--- src/rtl/i2c_pkg.sv ---
// Shared types and constants for the I2C target byte engine.
package i2c_pkg;

    typedef enum logic [2:0] {
        StIdle,
        StAddr,
        StAddrAck,
        StWrData,
        StWrAck,
        StRdData,
        StRdAck
    } i2c_tgt_state_t;

    localparam logic        I2C_ACK  = 1'b0;
    localparam logic        I2C_NACK = 1'b1;
    localparam int unsigned I2C_BITS = 8;

    function automatic logic maj3(input logic [2:0] v);
        return (v[0] & v[1]) | (v[0] & v[2]) | (v[1] & v[2]);
    endfunction

endpackage

--- src/rtl/i2c_sync_filter.sv ---
// SCL/SDA synchronizer with edge, START and STOP detection.
// Define I2C_TARGET_GLITCH_FILTER_EN to add a 3-sample majority filter on both lines.
module i2c_sync_filter
    import i2c_pkg::*;
#(
    parameter int unsigned SYNC_STAGES = 2
) (
    input  logic clk,
    input  logic rst_n,
    input  logic i_scl,
    input  logic i_sda,
    output logic o_scl_rise,
    output logic o_scl_fall,
    output logic o_start,
    output logic o_stop,
    output logic o_sda
);

    logic [SYNC_STAGES-1:0] r_scl_sync;
    logic [SYNC_STAGES-1:0] r_sda_sync;
    logic                   w_scl;
    logic                   w_sda;
    logic                   r_scl_q;
    logic                   r_sda_q;

    always_ff @(posedge clk or negedge rst_n) begin
        if (!rst_n) begin
            r_scl_sync <= '1;
            r_sda_sync <= '1;
        end else begin
            r_scl_sync <= {r_scl_sync[SYNC_STAGES-2:0], i_scl};
            r_sda_sync <= {r_sda_sync[SYNC_STAGES-2:0], i_sda};
        end
    end

`ifdef I2C_TARGET_GLITCH_FILTER_EN
    logic [2:0] r_scl_flt;
    logic [2:0] r_sda_flt;

    always_ff @(posedge clk or negedge rst_n) begin
        if (!rst_n) begin
            r_scl_flt <= '1;
            r_sda_flt <= '1;
        end else begin
            r_scl_flt <= {r_scl_flt[1:0], r_scl_sync[SYNC_STAGES-1]};
            r_sda_flt <= {r_sda_flt[1:0], r_sda_sync[SYNC_STAGES-1]};
        end
    end

    assign w_scl = maj3(r_scl_flt);
    assign w_sda = maj3(r_sda_flt);
`else
    assign w_scl = r_scl_sync[SYNC_STAGES-1];
    assign w_sda = r_sda_sync[SYNC_STAGES-1];
`endif

    // A simultaneous SCL change defeats the SCL-high-twice term, so it reads as an edge only.
    always_ff @(posedge clk or negedge rst_n) begin
        if (!rst_n) begin
            r_scl_q    <= 1'b1;
            r_sda_q    <= 1'b1;
            o_scl_rise <= 1'b0;
            o_scl_fall <= 1'b0;
            o_start    <= 1'b0;
            o_stop     <= 1'b0;
        end else begin
            r_scl_q    <= w_scl;
            r_sda_q    <= w_sda;
            o_scl_rise <= w_scl & ~r_scl_q;
            o_scl_fall <= ~w_scl & r_scl_q;
            o_start    <= r_scl_q & w_scl & r_sda_q & ~w_sda;
            o_stop     <= r_scl_q & w_scl & ~r_sda_q & w_sda;
        end
    end

    // Aligned with the registered pulses: the SDA level seen at the detected edge.
    assign o_sda = r_sda_q;

endmodule

--- src/rtl/i2c_target.sv ---
// I2C target byte engine: address match, ACK, write-byte delivery and read-byte fetch.
// Optional glitch filter via I2C_TARGET_GLITCH_FILTER_EN (see i2c_sync_filter).
module i2c_target
    import i2c_pkg::*;
#(
    parameter logic [6:0]  ADDR        = 7'h50,
    parameter int unsigned SYNC_STAGES = 2
) (
    input  logic       clk,
    input  logic       rst_n,
    input  logic       scl_i,
    input  logic       sda_i,
    output logic       sda_oe,
    output logic [7:0] rx_data,
    output logic       rx_valid,
    input  logic [7:0] tx_data,
    output logic       tx_ld,
    output logic       busy,
    output logic       rd_mode
);

    logic           w_scl_rise;
    logic           w_scl_fall;
    logic           w_start;
    logic           w_stop;
    logic           w_sda;
    logic [7:0]     w_byte;
    logic           w_tx_ld;
    i2c_tgt_state_t r_state;
    logic [2:0]     r_cnt;
    logic [6:0]     r_shift;
    logic [6:0]     r_tx_shift;
    logic           r_ack_on;
    logic           r_pend;

    i2c_sync_filter #(
        .SYNC_STAGES(SYNC_STAGES)
    ) u_sync (
        .clk       (clk),
        .rst_n     (rst_n),
        .i_scl     (scl_i),
        .i_sda     (sda_i),
        .o_scl_rise(w_scl_rise),
        .o_scl_fall(w_scl_fall),
        .o_start   (w_start),
        .o_stop    (w_stop),
        .o_sda     (w_sda)
    );

    assign w_byte  = {r_shift, w_sda};
    // Byte fetch happens on the SCL fall that closes the preceding ACK bit.
    assign w_tx_ld = w_scl_fall &
                     (((r_state == StAddrAck) && r_ack_on && rd_mode) ||
                      ((r_state == StRdData) && r_pend));
    assign tx_ld   = w_tx_ld;

    always_ff @(posedge clk or negedge rst_n) begin
        if (!rst_n) begin
            r_state    <= StIdle;
            r_cnt      <= '0;
            r_shift    <= '0;
            r_tx_shift <= '0;
            r_ack_on   <= 1'b0;
            r_pend     <= 1'b0;
            sda_oe     <= 1'b0;
            rx_data    <= 8'h00;
            rx_valid   <= 1'b0;
            busy       <= 1'b0;
            rd_mode    <= 1'b0;
        end else begin
            rx_valid <= 1'b0;
            if (w_stop) begin
                r_state  <= StIdle;
                r_ack_on <= 1'b0;
                r_pend   <= 1'b0;
                sda_oe   <= 1'b0;
                busy     <= 1'b0;
            end else if (w_start) begin
                r_state  <= StAddr;
                r_cnt    <= '0;
                r_ack_on <= 1'b0;
                r_pend   <= 1'b0;
                sda_oe   <= 1'b0;
            end else begin
                if (w_scl_rise) begin
                    r_shift <= w_byte[6:0];
                    r_cnt   <= r_cnt + 3'd1;
                end
                unique case (r_state)
                    StIdle: ;
                    StAddr: begin
                        if (w_scl_rise && r_cnt == 3'(I2C_BITS - 1)) begin
                            if (w_byte[7:1] == ADDR) begin
                                r_state <= StAddrAck;
                                busy    <= 1'b1;
                                rd_mode <= w_byte[0];
                            end else begin
                                r_state <= StIdle;
                                busy    <= 1'b0;
                            end
                        end
                    end
                    StAddrAck, StWrAck: begin
                        if (w_scl_fall) begin
                            if (!r_ack_on) begin
                                r_ack_on <= 1'b1;
                                sda_oe   <= (I2C_ACK == 1'b0);
                            end else begin
                                r_ack_on <= 1'b0;
                                r_cnt    <= '0;
                                if (w_tx_ld) begin
                                    r_state    <= StRdData;
                                    r_tx_shift <= tx_data[6:0];
                                    sda_oe     <= ~tx_data[7];
                                end else begin
                                    r_state <= StWrData;
                                    sda_oe  <= 1'b0;
                                end
                            end
                        end
                    end
                    StWrData: begin
                        if (w_scl_rise && r_cnt == 3'(I2C_BITS - 1)) begin
                            rx_data  <= w_byte;
                            rx_valid <= 1'b1;
                            r_state  <= StWrAck;
                        end
                    end
                    StRdData: begin
                        if (w_scl_fall) begin
                            if (r_pend) begin
                                r_pend     <= 1'b0;
                                r_cnt      <= '0;
                                r_tx_shift <= tx_data[6:0];
                                sda_oe     <= ~tx_data[7];
                            end else if (r_cnt == 3'd0) begin
                                // Counter wrapped: all eight bits have been clocked out.
                                sda_oe  <= 1'b0;
                                r_state <= StRdAck;
                            end else begin
                                sda_oe     <= ~r_tx_shift[6];
                                r_tx_shift <= {r_tx_shift[5:0], 1'b0};
                            end
                        end
                    end
                    StRdAck: begin
                        if (w_scl_rise) begin
                            if (w_sda == I2C_ACK) begin
                                r_state <= StRdData;
                                r_pend  <= 1'b1;
                            end else begin
                                r_state <= StIdle;
                                busy    <= 1'b0;
                            end
                        end
                    end
                    default: r_state <= StIdle;
                endcase
            end
        end
    end

endmodule

--- config.mk ---
export PLATFORM = sky130hd
export DESIGN_NAME = i2c_target
export DESIGN_NICKNAME = d
export VERILOG_FILES = /design/src/rtl/i2c_pkg.sv /design/src/rtl/i2c_sync_filter.sv /design/src/rtl/i2c_target.sv
export SDC_FILE = /design/constraint.sdc
export NUM_CORES = 1
export LEC_CHECK = 0
export CORE_MARGIN = 1
export CORE_UTILIZATION = 40
export CTS_CLUSTER_DIAMETER = 120
export CTS_CLUSTER_SIZE = 28
export DETAILED_ROUTE_END_ITERATION = 6
export PLACE_DENSITY = 0.69
export SYNTH_ARGS = -nofsm -noshare
export SYNTH_HDL_FRONTEND = slang
export SYNTH_SLANG_ARGS = --single-unit
--- constraint.sdc ---
create_clock -name clk -period 1.8 [get_ports clk]
set_input_delay 0.36 -clock clk [delete_from_list [all_inputs] [get_ports clk]]
set_output_delay 0.36 -clock clk [all_outputs]
set_load 0.02 [all_outputs]
# Word level (Yosys, flattened, before mapping)
# Cells that the tools add are included.
# totals
reg_bits,44
inputBits,12
elab_cells,145
# classes
addsub,1
n_eq_ne,27
mux,59
bitwise,16
reduce_logical,23
# op_table
cell,n
2-to-1 mux 3 bit,18
2-to-1 mux 7 bit,6
2-to-1 mux 1 bit,28
"!= test 4 x 2 -> 1 bit, second input constant",5
one-hot mux 3 bit (6 select lines),1
"!= test 4 x 1 -> 1 bit, second input constant",4
one-hot mux 7 bit (2 select lines),1
"equality test 3 bit, second input constant",4
AND reduction 5 bit,2
"!= test 3 x 1 -> 1 bit, second input constant",3
AND reduction 9 bit,1
nonzero test 3 bit,3
bitwise AND 1 bit,8
inverter 1 bit,8
AND reduction 4 bit,2
AND reduction 8 bit,1
nonzero test 4 bit,2
"equality test 7 bit, second input constant",1
"equality test 3 x 2 -> 1 bit, second input constant",2
zero test 3 bit,2
"!= test 2 bit, second input constant",3
one-hot mux 1 bit (2 select lines),3
one-hot mux 3 bit (2 select lines),1
AND reduction 3 bit,2
11 further kinds,15

# Logic depth before layout (Yosys ltp)
# logic_depth
depth_word,11
ltp_mapped,6
mapped_depth_nobuf,6

# Cells and area by module
# From an unflattened synthesis, not the netlist that was laid out.
# hier_totals
hier_cells,187
hier_area_um2,2222.1
# by_module_without_submodules
module,n_inst,cells_each,area_per_inst_um2,seq_area_each_um2
i2c_target,1,173,1931.9,850.8
i2c_sync_filter,1,14,290.3,257.7

# Worst setup path after synthesis
# Ideal clock, no wire load.
# synth_timing
path_type,flip-flop to flip-flop
from,reg u_sync.o_stop
to,reg rd_mode
setup_ns,0.125
arrival_time_ns,1.593
required_ns,1.675
setup_slack_ns,0.082
path_stages_with_launch,6
path_buffers,1
synth_period_minus_slack_ns,1.718
path_cell_list,dfrtp_1 -> buf_6 -> nor3b_4 -> nand2_1 -> nor4_1 -> mux2_2
# synth_between
elab_chain_len,2
# synth_rtl
element,line,rtl
start: declaration,i2c_sync_filter.sv:15,"output logic o_stop,"
start signal: assignment,i2c_sync_filter.sv:72,o_stop <= r_scl_q & w_scl & ~r_sda_q & w_sda;
inverter 1 bit (no line),-,
AND reduction 5 bit (no line),-,
end signal: assignment,i2c_target.sv:96,rd_mode <= w_byte[0];
end: declaration,i2c_target.sv:19,output logic rd_mode
# No other way between the ends.
# A chain may end at the register's enable or synchronous reset.

# Worst setup path in the final report
# layout_timing
from,reg r_state[0]
to,reg r_tx_shift[3]
# layout_between
elab_chain_len,7
# layout_rtl
element,line,rtl
start: declaration,i2c_target.sv:29,i2c_tgt_state_t r_state;
start signal: assignment,i2c_target.sv:59,r_state <= StIdle;
start signal: assignment,i2c_target.sv:73,r_state <= StIdle;
start signal: assignment,i2c_target.sv:79,r_state <= StAddr;
equality test 3 x 2 -> 1 bit,"i2c_target.sv:53, i2c_target.sv:89",
logical AND 1 bit (2 in series),i2c_target.sv:53,(((r_state == StAddrAck) && r_ack_on && rd_mode) ||
logical OR 1 bit,i2c_target.sv:53,
bitwise AND 1 bit,i2c_target.sv:52,assign w_tx_ld = w_scl_fall &
!= test 2 bit (no line),-,
AND reduction 8 bit (no line),-,
end signal: assignment,i2c_target.sv:113,r_tx_shift <= tx_data[6:0];
end signal: assignment,i2c_target.sv:134,r_tx_shift <= tx_data[6:0];
end signal: assignment,i2c_target.sv:142,"r_tx_shift <= {r_tx_shift[5:0], 1'b0};"
end: declaration,i2c_target.sv:32,logic [6:0] r_tx_shift;
# Several ways; a longest one is shown, not always the timed one.

==> summary by stage <==
Status
The run finished with clean final reports.

Yosys
By area the synthesized netlist is led by sky130_fd_sc_hd__dfrtp_1, sky130_fd_sc_hd__mux2_2, sky130_fd_sc_hd__dfstp_2. After synthesis, the share of flip-flops with an asynchronous set or reset is 1.00. The share of synthesized area in the top cell type comes to 0.430. The synthesized design spends more area on one cell type than any other, namely sky130_fd_sc_hd__dfrtp_1. Synthesis produced a netlist with a net count of 194.

The cell count after synthesis is 179. Ranked by instance count, the synthesized netlist is headed by sky130_fd_sc_hd__dfrtp_1, sky130_fd_sc_hd__mux2_2, sky130_fd_sc_hd__nor2b_1. The synthesized design contains 0 enable-type register cells.

The register bit count reported by yosys is 44. The most used flip-flop cell after synthesis is sky130_fd_sc_hd__dfrtp_1. The sequential area share after synthesis is 0.502. The average instance in the mapped netlist occupies 12.3 um2.

Yosys printed 0 warnings. After synthesis the cells add up to 2210 um2. The number of different library cells used by synthesis comes to 54. Among all cell types in the netlist, the one instantiated most often is sky130_fd_sc_hd__dfrtp_1.

Timing
The count of pins over their slew limit was 0. The fmax is 0.568 GHz. The relative max-transition margin is 0.736.

Setup repair after global routing could not meet its margin everywhere. Setup violations remaining at the end of the flow were counted as 0. Hold timing on the final database bottoms out at a slack of 0.0171 ns. The final-report hold violation count was 0. The worst path in the final design needs a cycle of 1.76 ns, including I/O delays and setup. The share of the clock period used by the worst path is 0.978. For the pin with the worst max-slew slack, the measured transition is 0.395 ns. The worst setup skew after layout is 0.00646 ns.

CTS
The cell sitting at the root of the clock tree is a sky130_fd_sc_hd__clkbuf_8. In this run the deepest clock path goes through 2 buffers. The H-tree was split into 2 levels. For the worst-skew pair, the clock arrives at the later sink with an insertion delay of 0.30 ns. Clock-pin slew was measured on the worst setup and hold paths at 0.09 ns. The quantity of hold-fixing buffers added after cts is 0. TritonCTS built the clock tree. The number of clock buffers added by TritonCTS is 5. Clock tree synthesis found a total of 44 sinks.

Global routing
The overall global routing resource usage is 0.160. Entering global routing, the biggest net connects 45 pins. The total congestion overflow is 0.

The via count of the first global-routing pass is 1530. The wire length of the first global-routing pass is 7330 um. The initial antenna violation count is 0.

Routing
In the routed layout, each cell is associated on average with a via count of 5.23. Wires add up to 4420 um. The final route contains 1552 vias. The count of nets left with antenna violations once routing finished came out at 0. The per-cell routed wire length is 14.9 um. The detailed-route DRC error count is 0.

The number of search-and-repair iterations in the first detailed-routing pass is 4. The DRC violation total after the first TritonRoute iteration is 99.

Critical path
STA classifies the critical path startpoint as a register. The largest individual stage delay along the critical path comes from the cell sky130_fd_sc_hd__dfrtp_2. On the worst path, the slowest cell contributes a delay of 0.46 ns. The critical path is of the register to register type.

The setup slack of the most critical reg-to-reg path is 0.04 ns. In this run the worst setup path terminates at r_tx_shift[3]. Along the worst path, the maximum fanout reaches 5.

The reg-to-reg endpoint is r_tx_shift[3]. The most numerous cell on the critical path is sky130_fd_sc_hd__buf_6. For the worst setup path, the data required time is 1.99 ns. The worst reg2reg path startpoint is r_state[0]. For the worst flop-to-flop path, the logic depth is 6.

The critical path startpoint is r_state[0]. For the worst setup path, the data arrival time is 1.95 ns. The kind of capture point of the worst setup path is a register. The signal on the critical path passes through nor2b_4 > nand4b_4 > buf_6 > a221oi_4 > buf_6 > mux2_2.

Die
The starting density of the core is 0.425. The die covers 5830 um2. The die is 76.3 um wide. From bottom edge to top edge, the die measures 76.3 um.

Row generation in the floorplan step produced 26 rows. Pin placement for this block handled 25 I/O pins. The core region is 5200 um2.

Placed design
The detailed placement HPWL is 3060 um. The final estimated routing congestion in global placement is 0.851. During placement, the flow inserted port buffers numbering 24.

Finish
In the final layout, the multi-input gates occupy 1070 um2. The core utilization of the finished layout is 0.553. The total inserted antenna cells is 0. After the last flow step, the layout net total stands at 241. Relative to the synthesized area, the layout overhead comes to 30.3%. Of the cells placed in the final design, the portion with a size suffix greater than 1 is 0.383. The footprint of the flip-flops and latches is 1110 um2.

After filler insertion, the fill cell instance count of the layout stands at 453.

Power and ir drop
The leakage power is 1.26 nW. IR analysis of the VDD net gives a maximum drop of 624 uV. For this design the ratio of total power to cell area is 828 nW/um2.

Flow run
The tool flagged a number of max-cap violations equal to 0.

Min path
The class of the most critical hold timing path is input port to async pin.
[where the power goes]
group / internal, mW / switching (mW) / leakage, nW
sequential: 1.10 / 0.107 / 0.571
clock: 0.454 / 0.350 / 0.0614
combinational: 0.202 / 0.167 / 0.625
[critical path, delay by kind of cell (launching register included)]
family / cells / cell delay [ns]
buf+inv: 2 / 0.29
compound gates: 1 / 0.31
flops: 1 / 0.46
simple gates: 2 / 0.26
mux: 1 / 0.32
[area by class of cell]
cell class                 count  area share
sequential                    44       0.385
multi-input combinational    119       0.373
timing repair buffer          50       0.161
tap                           70      0.0304
clock buffer                   6      0.0287
clock inverter                 2      0.0135
inverter                       6     0.00782
[flip-flops by register name, summed over array words and instances, names as in the netlist]
register	flops
u_sync.r_scl_q	1
sda_oe	1
busy	1
u_sync.o_stop	1
u_sync.o_start	1
r_shift	7
u_sync.o_scl_fall	1
r_state	3
u_sync.r_sda_sync	2
rx_data	8
r_pend	1
u_sync.o_scl_rise	1
u_sync.o_sda	1
u_sync.r_scl_sync	2
rd_mode	1
r_cnt	3
r_ack_on	1
rx_valid	1
r_tx_shift	7
[per-layer routing]
layer  vias up  share of wire  track usage  wire (um)
met2        37           0.45        0.243       1970
met5         -              0            0          0
met4         0          0.014       0.0462         60
met1       744           0.50        0.225       2210
li1        762              -            -          -
met3         9          0.039       0.0407        174
[kinds of logic after synthesis]
group / synth area share
adder cells (fa/ha/maj): 0.0170
flip-flops: 0.502
AND/OR/NAND/NOR: 0.158
buffers and inverters: 0.0351
AO/OA/AOI/OAI: 0.123
XOR/XNOR: 0.00793
multiplexers: 0.157
[placed cells by master (no fill, tap or decap), types with 2 or more instances in the layout]
cell type / count
sky130_fd_sc_hd__a31oi_1: 3
sky130_fd_sc_hd__mux2i_1: 2
sky130_fd_sc_hd__nor3_1: 3
sky130_fd_sc_hd__nand2_1: 7
sky130_fd_sc_hd__ha_1: 2
sky130_fd_sc_hd__dfrtp_1: 37
sky130_fd_sc_hd__o22ai_1: 2
sky130_fd_sc_hd__buf_2: 2
sky130_fd_sc_hd__dfstp_2: 6
sky130_fd_sc_hd__mux2_4: 4
sky130_fd_sc_hd__nor2b_1: 8
sky130_fd_sc_hd__buf_12: 2
sky130_fd_sc_hd__nor2_1: 3
sky130_fd_sc_hd__clkbuf_8: 6
sky130_fd_sc_hd__o21ai_0: 5
sky130_fd_sc_hd__nand2b_1: 5
sky130_fd_sc_hd__a22o_1: 2
sky130_fd_sc_hd__clkdlybuf4s50_1: 21
sky130_fd_sc_hd__inv_1: 6
sky130_fd_sc_hd__nor3b_1: 3
sky130_fd_sc_hd__nand3_1: 2
sky130_fd_sc_hd__buf_4: 20
sky130_fd_sc_hd__buf_6: 4
sky130_fd_sc_hd__mux2_2: 25
sky130_fd_sc_hd__xnor2_1: 2
sky130_fd_sc_hd__nor4_1: 2
sky130_fd_sc_hd__a21oi_1: 4
[worst min-delay path by stage]
stage               cells past startpoint                  from                    to  slack [ns]
global route                            2                 rst_n                sda_oe        0.03
detailed placement                      2                 rst_n                sda_oe        0.35
floorplan                               0                 rst_n                  busy        0.06
global placement                        0  u_sync.r_scl_sync[0]  u_sync.r_scl_sync[1]        0.35
finish                                  2                 rst_n                sda_oe        0.02
CTS                                     2                 rst_n                sda_oe        0.04
[repair_timing]
item                       CTS  global route
buffers inserted             0             1
setup endpoints to repair    3            12
pin swaps                    0             6
gates resized for setup      7            16
[through the flow]
stage | area, um2 | total power, mW | TNS, ns | instances | setup slack (ns)
after floorplan | 2210 | 1.44 | 0 | 179 | 0.0824
after global placement | 2690 | 1.57 | -0.0419 | 288 | -0.0419
after detailed placement | 2690 | 1.59 | -0.0782 | 288 | -0.0782
after CTS | 2810 | 2.39 | 0 | 296 | 0.00525
after global routing | 2880 | 2.49 | -0.142 | 297 | -0.0326
final | 2880 | 2.38 | 0 | 297 | 0.0399
Power figures use the tool's default switching activity.
